$ cat config.mk
export PLATFORM = sky130hd
export DESIGN_NAME = usb_rx_bit_decoder_flat
export DESIGN_NICKNAME = d
export VERILOG_FILES = /design/src/rtl/usb_rx_bit_decoder_if.sv /design/src/rtl/usb_rx_bit_decoder.sv /design/src/flat_wrapper.sv
export SDC_FILE = /design/constraint.sdc
export NUM_CORES = 1
export LEC_CHECK = 0
export CAP_MARGIN = 20
export CORE_MARGIN = 2
export CORE_UTILIZATION = 45
export DETAILED_ROUTE_END_ITERATION = 16
export GPL_TIMING_DRIVEN = 0
export PLACE_DENSITY_LB_ADDON = 0.15
export SYNTH_ARGS = -nofsm -noshare
export SYNTH_HDL_FRONTEND = slang
export SYNTH_SLANG_ARGS = --single-unit
$ cat constraint.sdc
create_clock -name clk -period 1.95 [get_ports clk]
set_input_delay 0.2925 -clock clk [delete_from_list [all_inputs] [get_ports clk]]
set_output_delay 0.2925 -clock clk [all_outputs]
set_load 0.005 [all_outputs]
$ cat src/rtl/usb_rx_bit_decoder_if.sv
// Line and decoded-bit signals between the USB full-speed receive front end
// and its neighbours: raw D+/D- in, bit/strobe/status out.
interface usb_rx_bit_decoder_if;
  logic d_plus_in;
  logic d_minus_in;
  logic bit_out;
  logic shift_enable;
  logic stuff_skip;
  logic sync_rst;
  logic crc_rcv;
  logic eop;
  logic rx_active;
  logic rx_error;

  modport master (
    output d_plus_in, d_minus_in,
    input  bit_out, shift_enable, stuff_skip, sync_rst, crc_rcv, eop, rx_active, rx_error
  );

  modport slave (
    input  d_plus_in, d_minus_in,
    output bit_out, shift_enable, stuff_skip, sync_rst, crc_rcv, eop, rx_active, rx_error
  );
endinterface

$ cat src/rtl/usb_rx_bit_decoder.sv
// USB full-speed receive front end: line sync, bit-clock recovery, NRZI decode,
// unstuffing, SYNC/EOP detection. Define USB_RX_STUFF_CHECK_EN to flag seven 1s.
module usb_rx_bit_decoder #(
  parameter int CLKS_PER_BIT = 8,
  parameter int SAMPLE_POINT = 3
) (
  input  logic clk,
  input  logic n_rst,
  usb_rx_bit_decoder_if.slave bus
);
  localparam int PW = $clog2(CLKS_PER_BIT);

  typedef enum logic [2:0] {IDLE, SYNC, RECEIVE, EOP_WAIT, ERROR} state_t;

  logic          dp_p0, dp_p1, dm_p0, dm_p1, dp_last;
  logic [PW-1:0] phase;
  logic          edge_det, strobe, prev_dp;
  logic          se0, j_line, bit_dec;
  state_t        state_q, state_d;
  logic [2:0]    cnt_q, cnt_d, ones_q, ones_d;
  logic          bit_q, bit_d, shift_q, shift_d, skip_q, skip_d, srst_q, srst_d;
  logic          crc_q, eop_q, act_q, err_q;

  // Stage p0/p1: two-flop synchronizer, idle line is J
  always_ff @(posedge clk or negedge n_rst) begin
    if (!n_rst) begin
      dp_p0   <= 1'b1;
      dp_p1   <= 1'b1;
      dm_p0   <= 1'b0;
      dm_p1   <= 1'b0;
      dp_last <= 1'b1;
    end else begin
      dp_p0   <= bus.d_plus_in;
      dp_p1   <= dp_p0;
      dm_p0   <= bus.d_minus_in;
      dm_p1   <= dm_p0;
      dp_last <= dp_p1;
    end
  end

  assign edge_det = dp_p1 ^ dp_last;
  // The resync cycle never samples, so the first edge out of IDLE cannot corrupt prev_dp
  assign strobe   = (phase == PW'(SAMPLE_POINT)) && !edge_det;
  assign se0      = !dp_p1 && !dm_p1;
  assign j_line   = dp_p1 && !dm_p1;
  assign bit_dec  = (dp_p1 == prev_dp);

  always_ff @(posedge clk or negedge n_rst) begin
    if (!n_rst) begin
      phase   <= '0;
      prev_dp <= 1'b1;
    end else begin
      if (edge_det || phase == PW'(CLKS_PER_BIT - 1)) phase <= '0;
      else                                              phase <= phase + PW'(1);
      if (strobe) prev_dp <= dp_p1;
    end
  end

  // cnt_q is reused per state: SYNC zeros, EOP_WAIT SE0s, ERROR consecutive Js
  always_comb begin
    state_d = state_q;
    cnt_d   = cnt_q;
    ones_d  = ones_q;
    bit_d   = bit_q;
    shift_d = 1'b0;
    skip_d  = 1'b0;
    srst_d  = 1'b0;
    case (state_q)
      IDLE: begin
        if (edge_det) begin
          state_d = SYNC;
          cnt_d   = 3'd0;
        end
      end
      SYNC: begin
        if (strobe) begin
          if (se0) begin
            state_d = ERROR;
            cnt_d   = 3'd0;
          end else if (!bit_dec) begin
            if (cnt_q != 3'd7) cnt_d = cnt_q + 3'd1;
          end else if (cnt_q == 3'd7) begin
            state_d = RECEIVE;
            srst_d  = 1'b1;
            ones_d  = 3'd1;
          end else begin
            state_d = ERROR;
            cnt_d   = 3'd0;
          end
        end
      end
      RECEIVE: begin
        if (strobe) begin
          if (se0) begin
            state_d = EOP_WAIT;
            cnt_d   = 3'd1;
          end else if (ones_q == 3'd6) begin
            ones_d = 3'd0;
`ifdef USB_RX_STUFF_CHECK_EN
            if (bit_dec) begin
              state_d = ERROR;
              cnt_d   = 3'd0;
            end else begin
              skip_d = 1'b1;
            end
`else
            skip_d = 1'b1;
`endif
          end else begin
            shift_d = 1'b1;
            bit_d   = bit_dec;
            ones_d  = bit_dec ? ones_q + 3'd1 : 3'd0;
          end
        end
      end
      EOP_WAIT: begin
        if (strobe) begin
          if (se0) begin
            if (cnt_q == 3'd2) begin
              state_d = ERROR;
              cnt_d   = 3'd0;
            end else begin
              cnt_d = cnt_q + 3'd1;
            end
          end else if (j_line) begin
            state_d = IDLE;
          end else begin
            state_d = ERROR;
            cnt_d   = 3'd0;
          end
        end
      end
      ERROR: begin
        if (strobe) begin
          if (!j_line)             cnt_d   = 3'd0;
          else if (cnt_q == 3'd6)  state_d = IDLE;
          else                     cnt_d   = cnt_q + 3'd1;
        end
      end
      default: state_d = IDLE;
    endcase
  end

  // Stage p2: state and registered outputs
  always_ff @(posedge clk or negedge n_rst) begin
    if (!n_rst) begin
      state_q <= IDLE;
      cnt_q   <= 3'd0;
      ones_q  <= 3'd0;
      bit_q   <= 1'b0;
      shift_q <= 1'b0;
      skip_q  <= 1'b0;
      srst_q  <= 1'b0;
      crc_q   <= 1'b0;
      eop_q   <= 1'b0;
      act_q   <= 1'b0;
      err_q   <= 1'b0;
    end else begin
      state_q <= state_d;
      cnt_q   <= cnt_d;
      ones_q  <= ones_d;
      bit_q   <= bit_d;
      shift_q <= shift_d;
      skip_q  <= skip_d;
      srst_q  <= srst_d;
      crc_q   <= (state_d == RECEIVE);
      eop_q   <= (state_d == EOP_WAIT);
      act_q   <= (state_d == SYNC) || (state_d == RECEIVE) || (state_d == EOP_WAIT);
      err_q   <= (state_d == ERROR);
    end
  end

  assign bus.bit_out      = bit_q;
  assign bus.shift_enable = shift_q;
  assign bus.stuff_skip   = skip_q;
  assign bus.sync_rst     = srst_q;
  assign bus.crc_rcv      = crc_q;
  assign bus.eop          = eop_q;
  assign bus.rx_active    = act_q;
  assign bus.rx_error     = err_q;
endmodule
$ cat src/flat_wrapper.sv
// flat-port wrapper written by rule: the top's interface ports become plain ports
module usb_rx_bit_decoder_flat 
#(
  parameter int CLKS_PER_BIT = 8,
  parameter int SAMPLE_POINT = 3
)
  (clk, n_rst, bus_d_plus_in, bus_d_minus_in, bus_bit_out, bus_shift_enable, bus_stuff_skip, bus_sync_rst, bus_crc_rcv, bus_eop, bus_rx_active, bus_rx_error);
  usb_rx_bit_decoder_if bus_i ();
  input  logic clk;
  input  logic n_rst;
  input wire logic [$bits(bus_i.d_plus_in)-1:0] bus_d_plus_in;
  input wire logic [$bits(bus_i.d_minus_in)-1:0] bus_d_minus_in;
  output wire logic [$bits(bus_i.bit_out)-1:0] bus_bit_out;
  output wire logic [$bits(bus_i.shift_enable)-1:0] bus_shift_enable;
  output wire logic [$bits(bus_i.stuff_skip)-1:0] bus_stuff_skip;
  output wire logic [$bits(bus_i.sync_rst)-1:0] bus_sync_rst;
  output wire logic [$bits(bus_i.crc_rcv)-1:0] bus_crc_rcv;
  output wire logic [$bits(bus_i.eop)-1:0] bus_eop;
  output wire logic [$bits(bus_i.rx_active)-1:0] bus_rx_active;
  output wire logic [$bits(bus_i.rx_error)-1:0] bus_rx_error;
  assign bus_i.d_plus_in = bus_d_plus_in;
  assign bus_i.d_minus_in = bus_d_minus_in;
  assign bus_bit_out = bus_i.bit_out;
  assign bus_shift_enable = bus_i.shift_enable;
  assign bus_stuff_skip = bus_i.stuff_skip;
  assign bus_sync_rst = bus_i.sync_rst;
  assign bus_crc_rcv = bus_i.crc_rcv;
  assign bus_eop = bus_i.eop;
  assign bus_rx_active = bus_i.rx_active;
  assign bus_rx_error = bus_i.rx_error;
  usb_rx_bit_decoder #(.CLKS_PER_BIT(CLKS_PER_BIT), .SAMPLE_POINT(SAMPLE_POINT)) u_core (.clk(clk), .n_rst(n_rst), .bus(bus_i));
endmodule
# Yosys cells after proc, flatten, opt, wreduce, memory -nomap -nowiden

Cells that the tools add are included.

Register bits: 26
Bits of input ports: 4
Output and inout bits: 8

Add/sub/neg operators: 3
Eq/ne operators: 30
Muxes and demuxes: 54
Bitwise logic cells: 3
Reduce and logical (&&, ||, !) cells: 15

Operators by type and width:

| kind                  | number |
|---|---|
| $mux W3               | 38 |
| $pmux W3 S5           | 2 |
| $eq A3 B2 Y1 const B  | 6 |
| $eq A3 B3 Y1 const B  | 6 |
| $ne A2 B1 Y1 const B  | 8 |
| $mux W1               | 13 |
| $reduce_and A11 Y1    | 1 |
| $add A3 B1 Y3 const B | 3 |
| $reduce_and A7 Y1     | 1 |
| $eq A3 B1 Y1 const B  | 2 |
| $ne A3 B3 Y1 const B  | 2 |
| $pmux W3 S2           | 1 |
| $reduce_bool A5 Y1    | 1 |
| $ne A2 B2 Y1 const B  | 2 |
| $ne A4 B1 Y1 const B  | 1 |
| $ne A4 B3 Y1 const B  | 1 |
| $reduce_and A4 Y1     | 1 |
| $logic_and A1 B1 Y1   | 3 |
| $logic_not A1 Y1      | 3 |
| $logic_not A3 Y1      | 1 |
| $logic_or A1 B1 Y1    | 3 |
| $ne A3 B2 Y1 const B  | 1 |
| $not A1 Y1            | 2 |
| $reduce_bool A2 Y1    | 1 |
| other kinds (2)       | 2 |

# Logic depth before layout (Yosys ltp)

Depth in word-level cells: 9
Gate-level depth with buffers: 8

# Least setup slack after synthesis

No wires, ideal clock.

Path kind: flip-flop to flip-flop
Start point: register u_core.phase[0]
End point: register u_core.cnt_q[0]
Arrival: 1633 ps
Data required time: 1825 ps
Path slack: 192 ps
Stages on the path, launching flop included: 8
Buffers on the path: 0
Cells stage by stage: dfrtp_1 ha_1 ha_1 inv_2 nor3_2 o31ai_1 a22o_2 mux2_4

Longest elaborated chain between the ends: 4
Elaborated cells on any way between the ends: 7

Ends and longest elaborated chain:

| item                                    | line                      | RTL |
|---|---|---|
| from (decl)                             | usb_rx_bit_decoder.sv:16  | `logic [PW-1:0] phase;` |
| from (signal assigned)                  | usb_rx_bit_decoder.sv:54  | `else phase <= phase + PW'(1);` |
| $eq A3 B2 Y1 (*)                        | usb_rx_bit_decoder.sv:43  | `assign strobe = (phase == PW'(SAMPLE_POINT)) && !edge_det;` |
| $logic_and A1 B1 Y1 (*)                 | usb_rx_bit_decoder.sv:43  |  |
| $ne A2 B1 Y1 (no source line)           | -                         |  |
| $reduce_and A11 Y1 (no source line) (*) | -                         |  |
| to (signal assigned)                    | usb_rx_bit_decoder.sv:160 | `cnt_q <= cnt_d;` |
| to (decl)                               | usb_rx_bit_decoder.sv:20  | `logic [2:0] cnt_q, cnt_d, ones_q, ones_d;` |

Every way passes the cells marked *; elsewhere a longest branch is shown, timed or not.
A chain may end at the register's enable or synchronous reset.

# Worst setup path in the final report

Start point: register u_core.dp_p1
End point: register u_core.cnt_q[1]

Longest elaborated chain between the ends: 5
Elaborated cells on any way between the ends: 26

Ends and longest elaborated chain:

| item                                              | line                     | RTL |
|---|---|---|
| from (decl)                                       | usb_rx_bit_decoder.sv:15 | `logic dp_p0, dp_p1, dm_p0, dm_p1, dp_last;` |
| from (signal assigned)                            | usb_rx_bit_decoder.sv:34 | `dp_p1 <= dp_p0;` |
| $eq A1 B1 Y1, or another cell as far along        | usb_rx_bit_decoder.sv:46 | `assign bit_dec = (dp_p1 == prev_dp);` |
| $mux W3, or another cell as far along             | usb_rx_bit_decoder.sv:80 | `end else if (!bit_dec) begin` |
| $mux W3, or another cell as far along             | usb_rx_bit_decoder.sv:77 | `if (se0) begin` |
| $mux W3, or another cell as far along             | usb_rx_bit_decoder.sv:76 | `if (strobe) begin` |
| $pmux W3 S5 or $reduce_and A11 Y1 (tied branches) | -                        |  |

Several ways; a longest one is shown, not always the timed one. The select of a mux whose other input is x is not followed.

==> reports/results.tsv <==
stage	metric	value	unit
route	DRC	0	
critical_path	Buf+Inv Stages, Crit Path	1	
critical_path	crit path capture type	flop	
sta	Final setup viols	0	
power_and_ir_drop	LEAKAGE	0.741	nW
sta	relative slew slack	64.6	%
synth	xor and xnor fraction of the mapped netlist area	1.82	%
die	core region area	0.00298	mm2
route	drt pass-1 iters	5	
placed_design	post-detail-place hpwl	1930	um
grt	GRT Resource Usage Total	17.4	%
cells_and_area	Layout area overhead	19.8	%
critical_path	CP Data Required Time	2.17	ns
clock_tree	Num CTS Buffers	3	
power_and_ir_drop	Final Power	1.24	mW
status	status	finished, final reports clean	
cells_and_area	layout cells sized above 1	21.3	%
die	Die Wd	59.2	um
clock_tree	clk sinks	26	
route	initial detailed-routing violation count	38	
synth	main combinational cell family by area after synthesis	simple AND/OR/NAND/NOR gates	
sta	Tcrit/Tclk final	96.6	%
die	Starting Density	46.1	%
clock_tree	Hold Buf Count CTS	0	
cells_and_area	Multi-input gate area	663	um2
grt	initial antenna violation count	0	
critical_path	critical path's slowest cell	dfstp_2	
synth	Mapped Area	0.00137	mm2
synth	Yosys reg bits	26	
synth	unique cell type count in the Yosys netlist	44	
synth	Synth Flop Type	dfrtp_1	
sta	Slew @ Worst Pin	0.529	ns
power_and_ir_drop	P per Cell Area	756	mW/mm2
synth	complex-gate fraction of the synthesized area	13.6	%
clock_tree	clk root buf	clkbuf_4	
critical_path	Largest stage delay, worst path	0.56	ns
sta	minimum clock period	1.88	ns
cells_and_area	Register Area	656	um2
sta	setup ws final	0.0653	ns
critical_path	Crit Path Class	reg2reg	
synth	syn_area_per_cell	10.4	um2
route	Routed WL per cell	14.4	um
cells_and_area	fill count	284	
synth	cells after synthesis	132	
synth	multiplexer area fraction after synthesis	4.10	%
placed_design	Port Buffers	11	
sta	fin. max-slew vios	0	
critical_path	delay-heaviest family, CP	flip-flops	
cells_and_area	fin util	55.2	%
synth	Post-synth EDFFs	0	
sta	Hold Fails Final Rpt	0	
placed_design	Final Wtd Congestion	0.867	
synth	Synth Area in Simple Gates	19.7	%
synth	Seq/Total Area, Yosys	47.8	%
cells_and_area	Final #Nets	163	
synth	Yosys warnings	0	
die	Chip Height	59.2	um
critical_path	Cell Chain, Critical Path	buf_4 > xor2_4 > nor2_2 > a31oi_1 > a22o_2 > mux2_4	
route	Post-DRT Antenna Nets	0	
synth	Adder-Cell Fraction of Synth Area	7.29	%
critical_path	Critical Path AT	2.10	ns
grt	GR Overflow Total	0	
grt	global-route wire length before repair	4610	um
die	Die ar.	0.00351	mm2
sta	setup TNS	0	ns
power_and_ir_drop	Max IR drop VDD	0.000300	V
critical_path	CP Launch Type	flop	
placed_design	pre-CTS WS	0.0424	ns
grt	vias in the first global route	1011	
clock_tree	clock latency on the worst-skew pair	0.32	ns
clock_tree	H-tree lvl count	1	
sta	Peak Freq	531	MHz
sta	clock skew	0.00619	ns
route	vias per inst	5.68	
clock_tree	CTS tree	built	
synth	fraction of registers with async set/reset	100	%
die	Site Rows	20	
critical_path	CP max FO	8	
clock_tree	Reg clk slew, reported paths	0.15	ns
grt	largest net degree at the start of global routing	27	
die	Ports	12	
route	routed wire length	2640	um
clock_tree	clk buf depth	2	
route	Vias	1040	
synth	syn nets	144	
job	Max-cap violations	0	
hold_path	Min-Delay Path Class	in2async	
sta	worst hold slack	0.294	ns
cells_and_area	ANT cells	0	
[final cells by class]
class                      instances  share of cell area, %
tap                               33                   2.51
sequential                        26                   39.9
clock buffer                       3                   1.37
clock inverter                     1                   1.83
buffer                             4                   2.28
inverter                          11                   2.51
timing repair buffer              14                   9.28
multi-input combinational         91                   40.3
[timing repair]
item                                    4_1_cts  5_1_grt
endpoints found under the setup margin        0        4
resized for setup                             0        5
setup buffers                                 0        2
[Yosys cell counts, drive strengths merged (2+ instances only)]
library cell	number	area, um2
nand3b	4	30.0
dfstp	4	105
dfrtp	22	551
buf	4	37.5
a21oi	5	25.0
nor3b	3	27.5
mux2	4	56.3
or3	3	20.0
o2111a	2	23.8
nor2	13	53.8
o31ai	2	15.0
nand2	10	37.5
inv	11	41.3
nand3	8	40.0
o21ai	9	48.8
nor3	4	25.0
ha	8	100
nor2b	2	15.0
[per-stage QoR]
stage	cell area (um2)	instances
final	1640	183
after global routing	1640	183
after CTS	1580	180
after detailed placement	1520	176
after global placement	1520	176
after floorplan	1370	132
[state kept, by name, summed over array words and instances, names as in the netlist, 3 cells and up]
signal,flops
u_core.phase,3
u_core.cnt_q,3
u_core.state_q,3
u_core.ones_q,3
[routing by layer]
metal	GRT usage (%)	wire length [um]	vias up
met5	0	0	-
met4	6.17	31	0
met3	2.40	126	4
met2	28.1	1320	30
met1	23.8	1160	510
li1	-	-	496
[where the power goes]
group | switching [mW] | internal [mW] | total [mW]
registers | 0.0348 | 0.586 | 0.621
clock network | 0.163 | 0.208 | 0.371
logic | 0.128 | 0.122 | 0.250
total | 0.326 | 0.916 | 1.24
[final timing paths]
| path | start | to | slack, ns | depth (start not counted) |
|---|---|---|---|---|
| max | u_core.dp_p1 | u_core.cnt_q[1] | 0.07 | 6 |
| min | n_rst | u_core.phase[0] | 0.29 | 1 |
| max reg2reg | u_core.dp_p1 | u_core.cnt_q[1] | 0.07 | 6 |
| min reg2reg | u_core.dp_p0 | u_core.dp_p1 | 0.37 | 0 |
| max in group asynchronous | n_rst | u_core.dp_p0 | 1.11 | 2 |
| min in group clk | bus_d_plus_in | u_core.dp_p0 | 0.36 | 1 |
[cells in the final DEF, fill, tap and decap left out, types with 2 or more instances in the layout]
master	n
a21oi_1	5
buf_2	2
buf_4	3
clkbuf_4	3
clkdlybuf4s50_1	11
dfrtp_1	22
dfstp_2	4
ha_1	7
inv_1	8
inv_2	3
mux2_4	3
nand2_1	10
nand3_1	8
nand3b_1	4
nor2_1	11
nor2_2	2
nor3_1	3
nor3b_1	2
o21ai_0	5
o21ai_1	3
o31ai_1	2
or3_1	2
[logic make-up (layout without fill, tap and decap cells)]
logic type	count (synthesis)	in the layout
multiplexers	4	4
AO/OA/AOI/OAI	27	27
XOR/XNOR	2	2
AND/OR/NAND/NOR	50	50
buffers and inverters	15	33
adder cells (fa/ha/maj)	8	8
flip-flops	26	26
No activity file was read; power rests on OpenSTA's default activity.
